[config.mk]
export PLATFORM = sky130hd
export DESIGN_NAME = udma_i2s_rx_arbiter
export DESIGN_NICKNAME = d
export VERILOG_FILES = /design/src/rtl/udma_i2s_rx_arbiter.sv
export SDC_FILE = /design/constraint.sdc
export NUM_CORES = 1
export LEC_CHECK = 0
export BUFFER_PORTS_ARGS = -buffer_cell sky130_fd_sc_hd__buf_2
export CORE_MARGIN = 4
export CORE_UTILIZATION = 47
export CTS_BUF_LIST = sky130_fd_sc_hd__clkbuf_4 sky130_fd_sc_hd__clkbuf_8
export CTS_CLUSTER_DIAMETER = 60
export DETAILED_ROUTE_END_ITERATION = 7
export PLACE_DENSITY = 0.89
export SLEW_MARGIN = 20
export SYNTH_ARGS = -nofsm -noshare
export SYNTH_HDL_FRONTEND = slang
export SYNTH_SLANG_ARGS = --single-unit
export TNS_END_PERCENT = 5
[constraint.sdc]
create_clock -name clk_i -period 1.9 [get_ports clk_i]
set_input_delay 0.285 -clock clk_i [delete_from_list [all_inputs] [get_ports clk_i]]
set_output_delay 0.285 -clock clk_i [all_outputs]
set_load 0.02 [all_outputs]
[src/rtl/udma_i2s_rx_arbiter.sv]
// udma_i2s_rx_arbiter: shares one uDMA RX channel between NUM_CHANNELS
// sample streams. It grants by round-robin or strict alternation. It can
// pack two 16-bit samples into one word. The output word is registered
// with one cycle of latency. It counts the cycles the output is stalled
// by backpressure.

// Per-channel qualification: a channel takes part only when it is enabled.
// The ready output is forced low for masked channels.
module udma_i2s_rx_arbiter_lane (
    input  logic mask,
    input  logic valid,
    input  logic grant,
    output logic eligible,
    output logic ready
);

    assign eligible = mask & valid;
    assign ready    = grant & mask;

endmodule

module udma_i2s_rx_arbiter #(
    parameter int NUM_CHANNELS = 2,
    parameter int DATA_WIDTH   = 32,
    parameter int CNT_WIDTH    = 16
) (
    input  logic                                      clk_i,
    input  logic                                      rst_i,
    input  logic                                      cfg_en_i,
    input  logic [NUM_CHANNELS-1:0]                   cfg_ch_mask_i,
    input  logic                                      cfg_strict_i,
    input  logic                                      cfg_pack16_i,
    input  logic                                      cfg_clr_i,
    input  logic [NUM_CHANNELS-1:0][DATA_WIDTH-1:0]   ch_data_i,
    input  logic [NUM_CHANNELS-1:0]                   ch_valid_i,
    output logic [NUM_CHANNELS-1:0]                   ch_ready_o,
    output logic [DATA_WIDTH-1:0]                     out_data_o,
    output logic                                      out_valid_o,
    input  logic                                      out_ready_i,
    output logic [((NUM_CHANNELS > 1) ? $clog2(NUM_CHANNELS) : 1)-1:0] out_ch_id_o,
    output logic [CNT_WIDTH-1:0]                      stall_cnt_o
);

    localparam int IDW = (NUM_CHANNELS > 1) ? $clog2(NUM_CHANNELS) : 1;

    typedef enum logic [1:0] {
        EMPTY = 2'd0,
        HALF  = 2'd1,
        FULL  = 2'd2
    } state_t;

    state_t                  state_q;
    state_t                  state_d;
    logic [IDW-1:0]          ptr_q;
    logic [15:0]             hold_q;

    logic [NUM_CHANNELS-1:0] eligible;
    logic [NUM_CHANNELS-1:0] grant;
    logic [IDW-1:0]          grant_idx;
    logic                    found;
    logic                    slot_free;
    logic                    can_grant;
    logic                    accept;
    logic [DATA_WIDTH-1:0]   sample;
    logic [DATA_WIDTH-1:0]   pack_word;
    logic                    load_full;
    logic                    load_half;
    logic                    load_pack;

    // The output register is the only buffer, so a new sample can be taken
    // only when the current word is absent or leaves this cycle. The reset
    // term keeps ready low while reset is held, even though the grant
    // logic is combinational.
    assign out_valid_o = (state_q == FULL);
    assign slot_free   = !out_valid_o || out_ready_i;
    assign can_grant   = cfg_en_i && slot_free && !cfg_clr_i && !rst_i;
    assign accept      = |grant;

    genvar gi;
    generate
        for (gi = 0; gi < NUM_CHANNELS; gi++) begin : g_lane
            udma_i2s_rx_arbiter_lane u_lane (
                .mask     (cfg_ch_mask_i[gi]),
                .valid    (ch_valid_i[gi]),
                .grant    (grant[gi]),
                .eligible (eligible[gi]),
                .ready    (ch_ready_o[gi])
            );
        end
    endgenerate

    // Channel search starts one past the last grant.
    // Round-robin takes the first eligible channel.
    // Strict mode stops at the first enabled channel. If that channel is
    // not valid, nothing is granted this cycle.
    always_comb begin
        int             cand;
        logic [IDW-1:0] cidx;
        logic           searching;
        cand      = 0;
        cidx      = '0;
        searching = 1'b1;
        found     = 1'b0;
        grant_idx = '0;
        grant     = '0;
        for (int k = 1; k <= NUM_CHANNELS; k++) begin
            cand = (int'(ptr_q) + k) % NUM_CHANNELS;
            cidx = IDW'(cand);
            if (searching && cfg_ch_mask_i[cidx]) begin
                if (eligible[cidx]) begin
                    grant_idx = cidx;
                    found     = 1'b1;
                    searching = 1'b0;
                end else if (cfg_strict_i) begin
                    searching = 1'b0;
                end
            end
        end
        if (found && can_grant) begin
            grant[grant_idx] = 1'b1;
        end
    end

    // Select the granted sample, and form the packed word from the held
    // low half plus the new low half.
    always_comb begin
        sample          = ch_data_i[grant_idx];
        pack_word       = '0;
        pack_word[31:0] = {sample[15:0], hold_q};
    end

    // Output-register state flop.
    always_ff @(posedge clk_i or posedge rst_i) begin
        if (rst_i) begin
            state_q <= EMPTY;
        end else begin
            state_q <= state_d;
        end
    end

    // Next-state and load strobes.
    // The pack setting is sampled only when a new word starts.
    // A word that is half built always completes as a packed word.
    always_comb begin
        state_d   = state_q;
        load_full = 1'b0;
        load_half = 1'b0;
        load_pack = 1'b0;
        case (state_q)
            EMPTY: begin
                if (accept) begin
                    if (cfg_pack16_i) begin
                        state_d   = HALF;
                        load_half = 1'b1;
                    end else begin
                        state_d   = FULL;
                        load_full = 1'b1;
                    end
                end
            end
            HALF: begin
                if (accept) begin
                    state_d   = FULL;
                    load_pack = 1'b1;
                end
            end
            FULL: begin
                if (out_ready_i) begin
                    if (accept) begin
                        if (cfg_pack16_i) begin
                            state_d   = HALF;
                            load_half = 1'b1;
                        end else begin
                            state_d   = FULL;
                            load_full = 1'b1;
                        end
                    end else begin
                        state_d = EMPTY;
                    end
                end
            end
            default: state_d = EMPTY;
        endcase
        if (cfg_clr_i) begin
            state_d   = EMPTY;
            load_full = 1'b0;
            load_half = 1'b0;
            load_pack = 1'b0;
        end
    end

    // Output word, channel id and half-word holding register.
    always_ff @(posedge clk_i or posedge rst_i) begin
        if (rst_i) begin
            out_data_o  <= '0;
            out_ch_id_o <= '0;
            hold_q      <= '0;
        end else begin
            if (load_full) begin
                out_data_o  <= sample;
                out_ch_id_o <= grant_idx;
            end
            if (load_pack) begin
                out_data_o  <= pack_word;
                out_ch_id_o <= grant_idx;
            end
            if (load_half) begin
                hold_q <= sample[15:0];
            end
            if (cfg_clr_i) begin
                hold_q <= '0;
            end
        end
    end

    // Arbitration pointer: it holds the last granted channel. Clear
    // returns it to the last channel, so the next search starts at ch0.
    always_ff @(posedge clk_i or posedge rst_i) begin
        if (rst_i) begin
            ptr_q <= IDW'(NUM_CHANNELS - 1);
        end else if (cfg_clr_i) begin
            ptr_q <= IDW'(NUM_CHANNELS - 1);
        end else if (accept) begin
            ptr_q <= grant_idx;
        end
    end

    // Saturating count of cycles where a presented word is refused.
    always_ff @(posedge clk_i or posedge rst_i) begin
        if (rst_i) begin
            stall_cnt_o <= '0;
        end else if (cfg_clr_i) begin
            stall_cnt_o <= '0;
        end else if (out_valid_o && !out_ready_i && !(&stall_cnt_o)) begin
            stall_cnt_o <= stall_cnt_o + CNT_WIDTH'(1);
        end
    end

endmodule

==> qor.yml <==
worstHoldPathCells: 3
fp.dieW_microns: 95.7
p_switching_mw: 1.29
htreeDepth: 3
yosys.area.top_type: "dfrtp_1"
grt_usage_pct: 24.9
synth_edf_count: 0
synth_area_sq_um: 3620
io_buffers: 126
setup_ws_ns: -0.115
start_util_pct: 49.1
worstPathArrival_ns: 2.22
cts.reportedPaths.clkPinSlew_ns: 0.07
met1_usage_pct: 31.4
finalClockSkew_ns: 0.00604
leakage_nw: 2.54
drive_gt1_share_pct: 39.8
die-area_sq_um: 9160
core.rowCount: 31
synth_area_leaders: "dfrtp_1 46%, mux2i_1 14%, o221ai_1 7.8%"
max_slew_margin_pct: 67.0
regArea_sq_um: 1700
cts_buffers: 9
busiest_layer: "met2"
dpl_cell_area_sq_um: 4490
grt-ovfl-total: 0
final_area_sq_um: 4870
cts_max_path_buffers: 2
worstMarginPinSlew_ns: 0.489
hold_start: "ch_data_i[53]"
cts_tree: "built"
grt_pass1_wl_mm: 17.4
wl_per_cell_microns: 19.2
dp_hpwl_mm: 7.97
syn2layout_area_growth_pct: 34.6
min_period_ns: 2.02
syn_area_per_cell_sq_um: 10.5
worst_r2r_endpoint: "stall_cnt_o[10]"
die_height_microns: 95.7
layout_common_cells: "124 x buf_2, 66 x dfrtp_1, 47 x mux2i_1"
final_common_cell: "buf_2"
vias: 3629
ys.flop_type: "dfrtp_1"
tns_ns: -0.115
critPathMaxFanout: 6
drtPass1Iterations: 5
r2r_start: "state_q[0]"
failed_checks: "setup timing"
wirelength_mm: 11.4
use_met2_pct: 42.5
grt_use_met3_pct: 4.85
powerDensity_nw_per_um2: 843
slew_viol_final: 0
cts-root-buf: "clkbuf_8"
rsz0062_at_grt: "yes"
n_fill_cell: 595
cp-startpoint: "state_q[0]"
antenna_found_initial: 0
fmax_mhz: 496
first_iter_violations: 233
ys_ff_latch: 68
reg2reg_setup_slack_ns: -0.12
pwr-share-clk_pct: 32.7
io_pins: 127
drt_drc_violations_left: 0
seq_area_frac_synth_pct: 47.1
dp_cells: 572
gp_congestion: 0.868
yosys_warnings: 0
syn_inst: 346
multi_input_area_sq_um: 1780
cp.required_ns: 2.10
p_int_mw: 2.81
via_per_inst: 6.11
maxCapViolCount: 0
cp-end-kind: "flop"
pwr-share-seq_pct: 42.7
synthArstFlopShare_pct: 100
path_class: "reg -> reg"
setup_viol: 1
grt_pass1_vias: 3495
synth_top_area_share_pct: 46.4
p_sw_share_pct: 31.4
synthesis.nets: 422
p_comb_share_pct: 24.6
hold_violations: 0
min_to: "out_data_o[21]"
grt_max_degree: 43
status: "complete, but fails checks"
irDropWorstVdd_mv: 0.440
antenna_cells: 0
critPathLaunchType: "flop"
fin_crit_sh_pct: 106
synth_cell_types: 44
report.power.total_mw: 4.10
postRouteAntennaNets: 0
r2r_cells: 5
clkSinkCount: 68
core_area_sq_um: 7370
nets: 566
clk_latency_ns: 0.35
worst_hold_path_type: "in -> reg"
instances_no_fill: 594
[state kept, by name, indices dropped and copies added, names as in the netlist]
name         cells
out_data_o      32
hold_q          16
stall_cnt_o     16
state_q          2
out_ch_id_o      1
ptr_q            1
[cell usage after synthesis (3+ instances only)]
cell type,n
o31ai_1,24
o21ai_0,4
inv_1,20
and3_1,3
or4_1,9
dfrtp_1,67
nor4_1,3
nand2_1,28
buf_2,11
nand3_1,22
clkbuf_1,12
mux2i_1,50
or3_1,4
a21oi_1,14
buf_4,3
o221ai_1,32
nand4_1,6
[power groups by stage]
stage	clock [mW]	sequential, mW	combinational (mW)
after global placement	0	1.77	0.943
final	1.34	1.75	1.01
after detailed placement	0	1.77	0.984
after CTS	1.35	1.75	1.01
after floorplan	0	1.98	0.338
after global routing	1.41	1.77	1.08
[logic make-up after synthesis]
kind of cell	after synthesis	share of synthesized area, %
AND/OR/NAND/NOR	95	15.2
AO/OA/AOI/OAI	82	17.1
flip-flops	68	47.1
multiplexers	51	14.2
buffers and inverters	49	6.19
adder cells (fa/ha/maj)	1	0.346
[stage by stage]
step / utilization [%] / setup slack [ns] / hold WS (ns)
5_1_grt: 66.1 / -0.219 / 0.265
3_5_place_dp: 61.0 / -0.00608 / 0.294
6_report: 66.1 / -0.115 / 0.265
4_1_cts: 65.4 / -0.0111 / 0.262
2_1_floorplan: - / 0.0110 / 0.441
3_3_place_gp: 61.0 / 0.0993 / 0.284
[final cells by class]
class,instances,area share [%]
timing repair buffer,161,19.8
inverter,21,1.70
clock buffer,11,2.98
tap,99,2.54
multi-input combinational,229,36.5
sequential,68,35.0
clock inverter,5,1.54
[per-layer routing]
metal,vias to the layer above,part of all wire [%]
met2,215,50
met1,1770,39
li1,1618,-
met4,0,1.9
met3,26,8.8
met5,-,0
[worst max-delay path by stage]
stage / to / slack [ns] / cells past startpoint
floorplan: ch_ready_o[0] / 0.01 / 6
global placement: hold_q[3] / 0.1 / 4
detailed placement: hold_q[11] / -0.006 / 4
CTS: ch_ready_o[1] / -0.01 / 4
global route: stall_cnt_o[10] / -0.22 / 5
finish: stall_cnt_o[10] / -0.12 / 5
[critical path, stage by stage (launching register included)]
cell and delay (ns):
dfrtp_2 0.46, nor3b_2 0.32, nand4_1 0.28, buf_4 0.23, o311ai_0 0.43, o41ai_1 0.16
[repair_timing]
action                                  4_1_cts  5_1_grt
pin swaps                                     3        3
buffers inserted                              3        1
resized for setup                             9        9
endpoints found under the setup margin        7       39
hold buffers                                  1        0
cloned                                        1        0
hold endpoints to repair                     10        0
(Power assumes the default switching activity.)
